==> config.mk <==
export PLATFORM = sky130hd
export DESIGN_NAME = ballot_sender
export DESIGN_NICKNAME = d
export VERILOG_FILES = /design/src/rtl/ballot_sender.sv
export SDC_FILE = /design/constraint.sdc
export NUM_CORES = 1
export LEC_CHECK = 0
export CAP_MARGIN = 10
export CORE_AREA = 2 2 92 94
export CTS_BUF_LIST = sky130_fd_sc_hd__clkbuf_2 sky130_fd_sc_hd__clkbuf_4 sky130_fd_sc_hd__clkbuf_8
export DETAILED_ROUTE_END_ITERATION = 8
export DIE_AREA = 0 0 94 96
export PLACE_DENSITY = 0.86
export SYNTH_ARGS = -nofsm -noshare
export SYNTH_HDL_FRONTEND = slang
export SYNTH_SLANG_ARGS = --single-unit
==> constraint.sdc <==
create_clock -name clock -period 5.2 [get_ports clock]
set_input_delay 1.3 -clock clock [delete_from_list [all_inputs] [get_ports clock]]
set_output_delay 1.3 -clock clock [all_outputs]
set_load 0.05 [all_outputs]
==> src/rtl/ballot_sender.sv <==
// rtl/ballot_sender.sv - buffers 4-digit ballots and replays them as keypad digit/valid strobes
module ballot_sender #(
    parameter int FIFO_DEPTH   = 4,
    parameter int PULSE_CYCLES = 1,
    parameter int GAP_CYCLES   = 1
) (
    input  logic        clock,
    input  logic        reset_n,
    input  logic [15:0] ballot_in,
    input  logic        ballot_valid,
    output logic        ballot_ready,
    input  logic        close_req,
    output logic [3:0]  digit,
    output logic        valid,
    output logic        finish,
    output logic        busy,
    output logic [7:0]  sent_count
);

    localparam int PW = $clog2(FIFO_DEPTH);

    localparam logic [2:0] S_IDLE   = 3'd0;
    localparam logic [2:0] S_SETUP  = 3'd1;
    localparam logic [2:0] S_PULSE  = 3'd2;
    localparam logic [2:0] S_CGAP   = 3'd3;
    localparam logic [2:0] S_CPULSE = 3'd4;
    localparam logic [2:0] S_TAIL   = 3'd5;

    localparam logic [15:0] GAP_LAST   = 16'(GAP_CYCLES - 1);
    localparam logic [15:0] PULSE_LAST = 16'(PULSE_CYCLES - 1);
    localparam logic [15:0] CNT_ONE    = 16'd1;
    localparam logic [PW-1:0] PTR_ONE  = 1;
    localparam logic [PW:0] OCC_ONE    = 1;
    localparam logic [PW:0] DEPTH_V    = FIFO_DEPTH[PW:0];

    logic [15:0]   fifo_mem_q [FIFO_DEPTH];
    logic [PW-1:0] wr_ptr_q, wr_ptr_d;
    logic [PW-1:0] rd_ptr_q, rd_ptr_d;
    logic [PW:0]   occ_q, occ_d;
    logic          full, empty, push, pop;
    logic [15:0]   head;

    logic [2:0]    state_q, state_d;
    logic [15:0]   cnt_q, cnt_d;
    logic [1:0]    idx_q, idx_d;
    logic [15:0]   shift_q, shift_d;
    logic [3:0]    digit_q, digit_d;
    logic          valid_q, valid_d;
    logic [7:0]    sent_q, sent_d;
    logic          close_q, close_d;
    logic          finish_q, finish_d;

    assign full         = (occ_q == DEPTH_V);
    assign empty        = (occ_q == '0);
    assign head         = fifo_mem_q[rd_ptr_q];
    assign ballot_ready = !full && !close_q && !finish_q;
    assign push         = ballot_valid && ballot_ready;

    assign digit      = digit_q;
    assign valid      = valid_q;
    assign finish     = finish_q;
    assign sent_count = sent_q;
    assign busy       = (state_q != S_IDLE) || !empty;

    // Ballot storage; emptiness is tracked by the pointers, so the array needs no reset
    always_ff @(posedge clock) begin
        if (push) begin
            fifo_mem_q[wr_ptr_q] <= ballot_in;
        end
    end

    // FIFO pointer and occupancy bookkeeping for push, pop, or both on one edge
    always_comb begin
        wr_ptr_d = wr_ptr_q;
        rd_ptr_d = rd_ptr_q;
        occ_d    = occ_q;
        if (push) begin
            wr_ptr_d = wr_ptr_q + PTR_ONE;
        end
        if (pop) begin
            rd_ptr_d = rd_ptr_q + PTR_ONE;
        end
        case ({push, pop})
            2'b10:   occ_d = occ_q + OCC_ONE;
            2'b01:   occ_d = occ_q - OCC_ONE;
            default: occ_d = occ_q;
        endcase
    end

    // Strobe sequencer: four digit strobes then a confirm strobe, each framed by low gaps
    always_comb begin
        state_d = state_q;
        cnt_d   = cnt_q;
        idx_d   = idx_q;
        shift_d = shift_q;
        digit_d = digit_q;
        valid_d = valid_q;
        sent_d  = sent_q;
        pop     = 1'b0;
        case (state_q)
            S_IDLE: begin
                valid_d = 1'b0;
                if (!empty) begin
                    pop     = 1'b1;
                    digit_d = head[15:12];
                    shift_d = {head[11:0], 4'h0};
                    idx_d   = 2'd0;
                    cnt_d   = '0;
                    state_d = S_SETUP;
                end
            end
            S_SETUP: begin
                if (cnt_q == GAP_LAST) begin
                    cnt_d   = '0;
                    valid_d = 1'b1;
                    state_d = S_PULSE;
                end else begin
                    cnt_d = cnt_q + CNT_ONE;
                end
            end
            S_PULSE: begin
                if (cnt_q == PULSE_LAST) begin
                    cnt_d   = '0;
                    valid_d = 1'b0;
                    if (idx_q != 2'd3) begin
                        idx_d   = idx_q + 2'd1;
                        digit_d = shift_q[15:12];
                        shift_d = {shift_q[11:0], 4'h0};
                        state_d = S_SETUP;
                    end else begin
                        state_d = S_CGAP;
                    end
                end else begin
                    cnt_d = cnt_q + CNT_ONE;
                end
            end
            S_CGAP: begin
                if (cnt_q == GAP_LAST) begin
                    cnt_d   = '0;
                    valid_d = 1'b1;
                    state_d = S_CPULSE;
                end else begin
                    cnt_d = cnt_q + CNT_ONE;
                end
            end
            S_CPULSE: begin
                if (cnt_q == PULSE_LAST) begin
                    cnt_d   = '0;
                    valid_d = 1'b0;
                    state_d = S_TAIL;
                    if (sent_q != 8'hFF) begin
                        sent_d = sent_q + 8'd1;
                    end
                end else begin
                    cnt_d = cnt_q + CNT_ONE;
                end
            end
            S_TAIL: begin
                if (cnt_q == GAP_LAST) begin
                    cnt_d   = '0;
                    state_d = S_IDLE;
                end else begin
                    cnt_d = cnt_q + CNT_ONE;
                end
            end
            default: begin
                valid_d = 1'b0;
                cnt_d   = '0;
                state_d = S_IDLE;
            end
        endcase
    end

    // Close request is remembered; finish fires once the queue has fully drained
    always_comb begin
        close_d  = close_q | close_req;
        finish_d = finish_q | (close_q && (state_q == S_IDLE) && empty);
    end

    // State registers, cleared immediately by reset even in the middle of a strobe
    always_ff @(posedge clock or negedge reset_n) begin
        if (!reset_n) begin
            wr_ptr_q <= '0;
            rd_ptr_q <= '0;
            occ_q    <= '0;
            state_q  <= S_IDLE;
            cnt_q    <= '0;
            idx_q    <= '0;
            shift_q  <= '0;
            digit_q  <= '0;
            valid_q  <= 1'b0;
            sent_q   <= '0;
            close_q  <= 1'b0;
            finish_q <= 1'b0;
        end else begin
            wr_ptr_q <= wr_ptr_d;
            rd_ptr_q <= rd_ptr_d;
            occ_q    <= occ_d;
            state_q  <= state_d;
            cnt_q    <= cnt_d;
            idx_q    <= idx_d;
            shift_q  <= shift_d;
            digit_q  <= digit_d;
            valid_q  <= valid_d;
            sent_q   <= sent_d;
            close_q  <= close_d;
            finish_q <= finish_d;
        end
    end

endmodule

---- Yosys cells after proc, flatten, opt, wreduce, memory -nomap -nowiden ----
Memories as Yosys holds them, arrays and structs flattened.
Index checks and enable logic that the tools add are counted.
Widths: inputs -> output; s select.
operators by class
  equal/unequal tests ..................... 19
  add/subtract/negate cells ............... 7
  bitwise gates (word level) .............. 3
  multiplexer cells ....................... 31
  reduce and logical (&&, ||, !) cells .... 23
operators with widths
  kind                   count
  $mux 16                5
  $pmux 16 s2            2
  $mux 3                 6
  $pmux 3 s6             1
  $add 16x1->16 const B  1
  $logic_not 16->1       1
  $ne 2x2->1 const B     8
  $mux 4                 3
  $eq 3x3->1 const B     3
  $add 8x1->8 const B    1
  $mux 2                 4
  $ne 8x8->1 const B     1
  $pmux 4 s2             1
  $add 2x1->2 const B    3
  $eq 3x2->1 const B     2
  $logic_not 3->1        2
  $mux 1                 6
  $pmux 3 s2             1
  $reduce_and 3->1       2
  $reduce_and 6->1       1
  $logic_and 1x1->1      5
  $reduce_or 5->1        1
  $logic_not 1->1        4
  $ne 2x1->1 const B     2
  other kinds (14)       17
storage, ports and cells
  memories kept ........................... 1
  word-level logic and storage cells ...... 96
  output and inout port bits .............. 16
  input bits .............................. 20
  register bits ........................... 59
  RAM bits ................................ 64
memory list
  name        depth  bits a word  read ports  clocked after Yosys merged registers in  write ports  line  RTL
  fifo_mem_q  4      16           1           0                                        1            36    logic [15:0] fifo_mem_q [FIFO_DEPTH];

---- Depth between registers and ports, before layout ----
Gate-level depths: netlist (run 1).
  depth in word-level cells ............... 7
  mapped depth ............................ 10
  gate-level depth less buffers ........... 10

---- Worst setup path after synthesis (run 1) ----
No wires, ideal clock.
  path type ............................... register to output
  start ................................... register occ_q[0]
  end ..................................... output ballot_ready
  arrival ................................. 2.029 ns
  cell stages (with the launch flop) ...... 3
  setup slack ............................. 1.871 ns
  data required time ...................... 3.900 ns
  path buffers ............................ 0
  cell sequence ........................... dfrtp_1 inv_1 a311oi_1
on the way
  longest elaborated chain between the ends .. 4
RTL lines
  what                            line  RTL
  start, declared                 39    logic [PW:0] occ_q, occ_d;
  start signal, assigned          185   occ_q <= '0;
  start signal, assigned          198   occ_q <= occ_d;
  $eq 3x3->1                      53    assign full = (occ_q == DEPTH_V);
  $logic_not 1->1                 56    assign ballot_ready = !full && !close_q && !finish_q;
  $logic_and 1x1->1 (2 in a row)  56
  end, declared                   11    output logic ballot_ready,
No other way between the ends.

---- Worst setup path after layout (run 1) ----
  start ................................... register state_q[2]
  end ..................................... output busy
on the way
  longest elaborated chain between the ends .. 2
RTL lines
  what                    line  RTL
  start, declared         43    logic [2:0] state_q, state_d;
  start signal, assigned  199   state_q <= state_d;
  $reduce_bool 3->1       63    assign busy = (state_q != S_IDLE) || !empty;
  $logic_or 1x1->1        63
  end, declared           16    output logic busy,
No other way between the ends.

==> results of run 1 <==
sequential cells by signal, indices dropped and copies added (netlist names):
register,cells
rd_ptr_q,2
fifo_mem_q,64
occ_q,3
finish,1
sent_count,8
digit,4
cnt_q,16
close_q,1
idx_q,2
valid,1
state_q,3
shift_q,12
wr_ptr_q,2
power by group:
| part | switching, mW | leakage [nW] | internal, mW |
|---|---|---|---|
| sequential | 0.185 | 1.28 | 1.12 |
| clock | 0.376 | 0.177 | 0.385 |
| combinational | 0.460 | 0.723 | 0.376 |
cells in the mapped netlist (all sizes together), types with 2 or more instances:
master,count
a21oi,13
a22o,4
a311oi,2
a31oi,11
a41oi,3
and2,2
and3,7
and4,3
buf,10
clkbuf,7
dfrtp,55
edfxtp,64
ha,9
inv,17
mux2i,13
mux4,16
nand2,36
nand2b,2
nand3,10
nand4,9
nor2,11
nor3,4
nor3b,2
nor4,4
o21ai,24
or3,6
xnor2,7
xor2,5
cell type report:
| type | instances | area (sq um) |
|---|---|---|
| flip-flops and latches | 119 | 3300 |
| well taps | 105 | 131 |
| inverters | 17 | 63.8 |
| clock buffers | 18 | 241 |
| multi-input cells | 212 | 1660 |
| clock inverters | 13 | 126 |
| fillers | 512 | 2160 |
| repair buffers | 38 | 368 |
stage by stage:
step / hold WS [ns] / std cells / setup WS [ns]
final: 0.484 / 522 / 0.993
after global routing: 0.508 / 522 / 0.848
after CTS: 0.485 / 521 / 0.964
after detailed placement: 0.473 / 490 / 1.43
after global placement: 0.461 / 490 / 1.51
after floorplan: 0.450 / 365 / 1.87
layer usage:
| metal | track usage | part of all wire | vias up |
|---|---|---|---|
| li1 | - | - | 1457 |
| met1 | 0.251 | 0.41 | 1534 |
| met2 | 0.386 | 0.54 | 67 |
| met3 | 0.0650 | 0.039 | 9 |
| met4 | 0.0749 | 0.0095 | 0 |
| met5 | 0 | 0 | - |
logic make-up (layout without fill, tap and decap cells):
kind of cell             count (synthesis)  in the layout  synth area share
XOR/XNOR                                12             12            0.0205
flip-flops                             119            119             0.644
AO/OA/AOI/OAI                           63             63            0.0746
multiplexers                            30             30            0.0980
buffers and inverters                   34             86            0.0323
adder cells (fa/ha/maj)                 10             10            0.0259
AND/OR/NAND/NOR                         97             97             0.104
cell usage in the layout (no fill, tap or decap), types with 13 or more instances in the layout:
cell type and count:
edfxtp_1 64, inv_1 16, clkbuf_8 17, clkdlybuf4s50_1 34, o21ai_0 23, mux2i_1 13, dfrtp_1 55, nand2_1 36
mux4_2 16, a21oi_1 13
worst paths after layout:
| path | start | endpoint | slack (ns) |
|---|---|---|---|
| setup / recovery | state_q[2] | busy | 0.99 |
| hold / removal | shift_q[10] | shift_q[10] | 0.48 |
| setup reg to reg | cnt_q[0] | shift_q[14] | 2.43 |
| hold reg to reg | shift_q[10] | shift_q[10] | 0.48 |
| max in group asynchronous | reset_n | shift_q[10] | 3.64 |
| min in group asynchronous | reset_n | cnt_q[11] | 0.74 |
critical path: stages, from the launching register on:
cell and delay (ns):
dfrtp_1 0.52, or3_1 0.54, nor4_4 0.45, inv_2 0.22
clkdlybuf4s50_1 0.75
==> results.cfg, run 1 <==
[sta]
final.period_utilization = 0.809
setup_tns_ns = 0
slew_headroom = 0.200
timing.fmax_ghz = 0.238
rsz0062_at_grt = false
slew_viol_final = 0
skew_ns = 0.00756
finalSetupViolations = 0
hold_violations = 0
tightest_slew_ns = 1.20
fin_crit_ns = 4.21

[detailed_routing]
vias_per_cell = 5.88
drtAntennaViolNets = 0
drt_iter0_markers = 165
num_vias = 3067
drc = 0
wirelength_um = 8870
drt_pass1_iterations = 5
wl_per_cell_um = 17.0

[layout]
drive_above_1_share = 0.144
post-route-cell-area_sq_um = 5890
final_nets = 435
post-route-util = 0.732
area_growth_pct = 15.1
n_antenna_cell = 0

[power]
total_power_mw = 2.90
ir_drop_mv = 0.394
powerDensity_nw_per_um2 = 493
p_leak_nw = 2.18

[yosys]
ys_ff_latch = 119
yosysTopAreaCellShare = 0.375
synth_area_leader_cell = edfxtp_1
async_flop_share = 0.462
synthFlopType = edfxtp_1
synth_warnings = 0
synth.cell_area_sq_um = 5120
ys_types = 45
synth.net_count = 395
synth_edf_count = 64
synth_sequential_area_ratio = 0.644
syn_avg_cell_area_sq_um = 14.0
synth_area_leaders = edfxtp_1, dfrtp_1, mux4_2
synthCells = 365

[critical_path]
required_ns = 3.90
reg2reg_depth = 6
end_kind = output pin
startpoint_type = flop
crit_arrival_ns = 2.91
critPathKind = reg2out
crit_fanout = 12

[global_route]
grt_overflow_total = 0
antenna_found_initial = 0
grt_pass1_wl_um = 14300
track_usage = 0.217
first_global_vias = 2990
grt_max_degree = 45

[clock_network]
post_cts_buffers = 0
cts_made_buffers = 17
insertion_delay_ns = 0.42
cts_resized = 0
hold_buffers = 0
cts-root-buf = clkbuf_8
clk_pin_slew_worst_paths_ns = 0.07
cts_tree = done
cts_buffer_depth = 2
htreeDepth = 4
cts.sinks = 119

[placement]
dpl_cell_area_sq_um = 5520
dpl.hpwl_um = 5710
gp_congestion = 0.855
io_buffers = 35

[outcome]
status = completed

[flow_run]
maxCapViolCount = 0

[die]
die_w_um = 94
pin_count = 36
die-area_sq_um = 9020
start_util = 0.636
core_sq_um = 8050
num_rows = 33
dieHeight_um = 96

[worst_hold_path]
hold_depth = 2
hp-class = reg2reg
Power figures use the tool's default switching activity.
==> run 2: changes to the inputs <==
- CORE_AREA: 2 2 92 94 -> 2 2 100 102
- DIE_AREA: 0 0 94 96 -> 0 0 102 104
- PLACE_DENSITY: 0.86 -> 0.77
- clock period: 5.2 -> 3.6 ns (I/O delays scaled with it)
==> run 2 against run 1 <==
- clock skew increased by 0.0049 ns
- sequential share of layout area fell by 1.1 points
- die area rose by 18%
- flip-flop and latch count unchanged
- critical path depth fell by 1
- via count rose by 0.55%
- worst setup slack worse by 0.74 ns
- cell area is 2.1% higher
- routed wire length increased by 0.90%
- first-iteration DRC count shrank 28%
- global-route usage shrank 2.9 points
- power up 48%
==> results.cfg, run 2 (synthesis results as in run 1) <==
[outcome]
status = completed

[placement]
post-place-ws_ns = 0.541
gp_congestion = 0.804
dpl.hpwl_um = 5890
io_buffers = 35
dpl_cell_area_sq_um = 5610

[detailed_routing]
drc = 0
wl_per_cell_um = 16.0
drtAntennaViolNets = 0
drt_iter0_markers = 118
wl_met2_um = 4650
wl_met1_um = 3900
routed-wl-met3_um = 360
vias_per_cell = 5.53
dr.max_layer_used = met4
wirelength_um = 8950
num_vias = 3084
drt_pass1_iterations = 4

[critical_path]
crit_buf_inv = 2
worstPathCellList = inv_1 -> a311oi_1 -> clkdlybuf4s50_1
required_ns = 2.70
slowest_stage = clkdlybuf4s50_1
startpoint_type = flop
crit_fanout = 6
reg2reg_from = state_q[2]
cp_top_family = buffers and inverters
slowest_delay_ns = 0.92
end_kind = output pin
critPathKind = reg2out
crit_arrival_ns = 2.45
critPathLaunch = occ_q[0]

[clock_network]
insertion_delay_ns = 0.41
cts.sinks = 119
cts-root-buf = clkbuf_8
cts_buffer_depth = 2
clk_pin_slew_worst_paths_ns = 0.07
htreeDepth = 4
hold_buffers = 0
post_cts_buffers = 0
cts_tree = done
cts_made_buffers = 17
cts_resized = 0

[sta]
slew_viol_final = 0
tightest_slew_ns = 0.822
hold_ws_ns = 0.483
final.period_utilization = 0.929
fin_crit_ns = 3.35
finalSetupViolations = 0
skew_ns = 0.0125
finalWorstSetupSlack_ns = 0.254
slew_headroom = 0.452
timing.fmax_ghz = 0.299
setup_tns_ns = 0
hold_violations = 0
rsz0062_at_grt = false

[die]
num_rows = 36
core_sq_um = 9550
start_util = 0.536
die-area_sq_um = 10600
die_w_um = 102
pin_count = 36
dieHeight_um = 104

[power]
ir_drop_mv = 0.448
p_leak_nw = 2.24
powerDensity_nw_per_um2 = 715

[layout]
drive_above_1_share = 0.153
largest-register = fifo_mem_q
area_growth_pct = 17.5
largest_reg_flops = 64
post-route-util = 0.630
layout_common_cells = edfxtp_1, dfrtp_1, nand2_1
post-route-cell-area_sq_um = 6010
reg_top3 = fifo_mem_q: 64 flops, cnt_q: 16 flops, shift_q: 12 flops
final_common_cell = edfxtp_1
n_antenna_cell = 0
final_nets = 442
fill_cells = 732

[worst_hold_path]
worstHoldStart = shift_q[10]
hp-class = reg2reg

[global_route]
grt_pass1_wl_um = 15200
antenna_found_initial = 0
grt_overflow_total = 0
track_usage = 0.187
grt_max_degree = 56
first_global_vias = 3096

[flow_run]
maxCapViolCount = 0
run 2: cell types whose count changed in the layout (fill, tap and decap cells not counted), sizes merged:
cell | previous run | this run
bufinv | 1 | 3
clkdlybuf4s50 | 34 | 33
clkinv | 6 | 9
inv | 20 | 18
buf | 4 | 11
dlymetal6s2s | 0 | 1
clkinvlp | 3 | 1
run 2: worst min-delay path: cells and delay by family (launching register included):
kind	cells	cell delay [ns]
AO/OA/AOI/OAI	1	0.06
flip-flops	1	0.34
AND/OR/NAND/NOR	1	0.04
run 2: final cells by class:
class / count / area, sq um / area share
Inverter: 17 / 63.8 / 0.0106
Clock buffer: 18 / 241 / 0.0402
Sequential cell: 119 / 3300 / 0.549
Multi-Input combinational cell: 212 / 1660 / 0.276
Clock inverter: 14 / 158 / 0.0262
Tap cell: 133 / 166 / 0.0277
Timing Repair Buffer: 45 / 423 / 0.0703
run 2: stage by stage:
step	power (mW)	instances
2_1_floorplan	2.81	365
3_3_place_gp	3.10	526
3_5_place_dp	3.15	526
4_1_cts	4.36	558
5_1_grt	4.57	558
6_report	4.30	558
run 2: power breakdown:
part | total [mW] | leakage [nW] | switching (mW) | internal (mW)
Sequential | 1.85 | 1.28 | 0.234 | 1.62
Combinational | 1.25 | 0.760 | 0.689 | 0.561
Clock | 1.20 | 0.200 | 0.514 | 0.685
run 2: path summary, 6_finish.rpt:
| check | slack [ns] | cells past startpoint | to |
|---|---|---|---|
| worst min register to register | 0.48 | 2 | shift_q[10] |
| worst min-delay path | 0.48 | 2 | shift_q[10] |
| worst max register to register | 1.15 | 8 | occ_q[2] |
| min in group asynchronous | 0.60 | 2 | cnt_q[12] |
| max in group asynchronous | 2.53 | 2 | close_q |
| worst max-delay path | 0.25 | 3 | ballot_ready |
run 2: per-layer routing:
layer / vias to the layer above / global-route usage
met3: 4 / 0.0605
met2: 67 / 0.297
met1: 1547 / 0.246
li1: 1466 / -
met4: 0 / 0.0590
met5: - / 0
==> run 3: changes to the inputs <==
- RECOVER_POWER: default -> 100
- SLEW_MARGIN: default -> 25
==> run 3 against run 2 <==
- global-route usage unchanged
- utilization down 0.89 points
- worst setup slack better by 0.028 ns
- clock-buffer cell count unchanged
- via count up 0.68%
- clock skew up 0.0020 ns
- sequential power about the same
- critical endpoint unchanged
- cell area down 1.4%
- critical path depth unchanged
- cell count unchanged
==> results.cfg, run 3 (synthesis results as in run 1) <==
[die]
core_sq_um = 9550
pin_count = 36
start_util = 0.536
die_w_um = 102
num_rows = 36
dieHeight_um = 104
die-area_sq_um = 10600

[sta]
skew_ns = 0.0145
hold_violations = 0
finalSetupViolations = 0
slew_headroom = 0.114
final.period_utilization = 0.922
slew_viol_final = 0
fin_crit_ns = 3.32
tightest_slew_ns = 1.33
finalWorstSetupSlack_ns = 0.282
timing.fmax_ghz = 0.301
rsz0062_at_grt = false
setup_tns_ns = 0

[clock_network]
post_cts_buffers = 0
clk_pin_slew_worst_paths_ns = 0.06
cts_made_buffers = 17
htreeDepth = 4
cts_buffer_depth = 2
hold_buffers = 0
cts.sinks = 119
cts-root-buf = clkbuf_8
cts_resized = 0
cts_tree = done
insertion_delay_ns = 0.41

[detailed_routing]
wirelength_um = 8910
num_vias = 3105
drt_iter0_markers = 152
drc = 0
vias_per_cell = 5.56
drt_pass1_iterations = 4
drtAntennaViolNets = 0
wl_per_cell_um = 16.0

[layout]
layout_common_cells = edfxtp_1, dfrtp_1, nand2_1
final_common_cell = edfxtp_1
largest-register = fifo_mem_q
drive_above_1_share = 0.125
reg_top3 = fifo_mem_q: 64 flops, cnt_q: 16 flops, shift_q: 12 flops
largest_reg_flops = 64
final_nets = 442
area_growth_pct = 15.8
n_antenna_cell = 0

[placement]
dpl.hpwl_um = 5890
post-place-ws_ns = 0.541
io_buffers = 35
gp_congestion = 0.804

[critical_path]
crit_arrival_ns = 2.42
startpoint_type = flop
crit_fanout = 6
critPathKind = reg2out
required_ns = 2.70
end_kind = output pin

[flow_run]
maxCapViolCount = 0

[global_route]
use_met2 = 0.297
top_usage_layer = met2
first_global_vias = 3096
antenna_found_initial = 0
grt_overflow_total = 0
grt_pass1_wl_um = 15200
grt_max_degree = 56
met3_usage = 0.0605
use_met1 = 0.246
track_usage = 0.187

[worst_hold_path]
hp-class = reg2reg

[outcome]
status = completed

[power]
p_leak_nw = 2.23
ir_drop_mv = 0.444
powerDensity_nw_per_um2 = 714
run 3: changes by cell type in the layout (fill, tap and decap cells not counted), sizes merged:
cell / before / now
buf: 11 / 3
dlygate4sd3: 0 / 32
clkdlybuf4s50: 33 / 1
clkbuf: 18 / 27
dlymetal6s2s: 1 / 0
run 3: area by class of cell:
type / instances / area [sq um]
Inverter: 17 / 63.8
Clock inverter: 14 / 158
Multi-Input combinational cell: 212 / 1610
Clock buffer: 18 / 241
Tap cell: 133 / 166
Fill cell: 746 / 3620
Sequential cell: 119 / 3300
Timing Repair Buffer: 45 / 385
run 3: per-layer routing:
layer / vias to the layer above / share of wire
met5: - / 0
met3: 4 / 0.042
met2: 75 / 0.52
met1: 1561 / 0.44
li1: 1465 / -
met4: 0 / 0.0047
run 3: report_power, final:
part	internal (mW)	switching, mW
Combinational	0.516	0.672
Sequential	1.62	0.220
Clock	0.685	0.518
Total	2.82	1.41
run 3: path summary, 6_finish.rpt:
kind	slack, ns	cells past startpoint	from	end
min	0.48	1	finish	finish
max	0.28	3	occ_q[0]	ballot_ready
min in group asynchronous	0.85	2	reset_n	cnt_q[12]
max reg2reg	0.88	8	state_q[2]	occ_q[2]
min reg2reg	0.48	1	finish	finish
max in group asynchronous	1.92	2	reset_n	close_q
run 3: per-stage QoR:
step / cell area [sq um] / std cells / utilization / hold WS (ns) / power, mW
finish: 5930 / 558 / 0.621 / 0.483 / 4.23
global route: 5930 / 558 / 0.621 / 0.509 / 4.50
CTS: 6010 / 558 / 0.629 / 0.488 / 4.36
detailed placement: 5610 / 526 / 0.588 / 0.473 / 3.15
global placement: 5610 / 526 / 0.588 / 0.461 / 3.10
floorplan: 5120 / 365 / - / 0.450 / 2.81
run 3: critical path, cell delays in order (launching register included):
cell           delay (ns)
dfrtp_1              0.40
inv_1                0.10
a311oi_1             0.55
dlygate4sd3_1        0.96
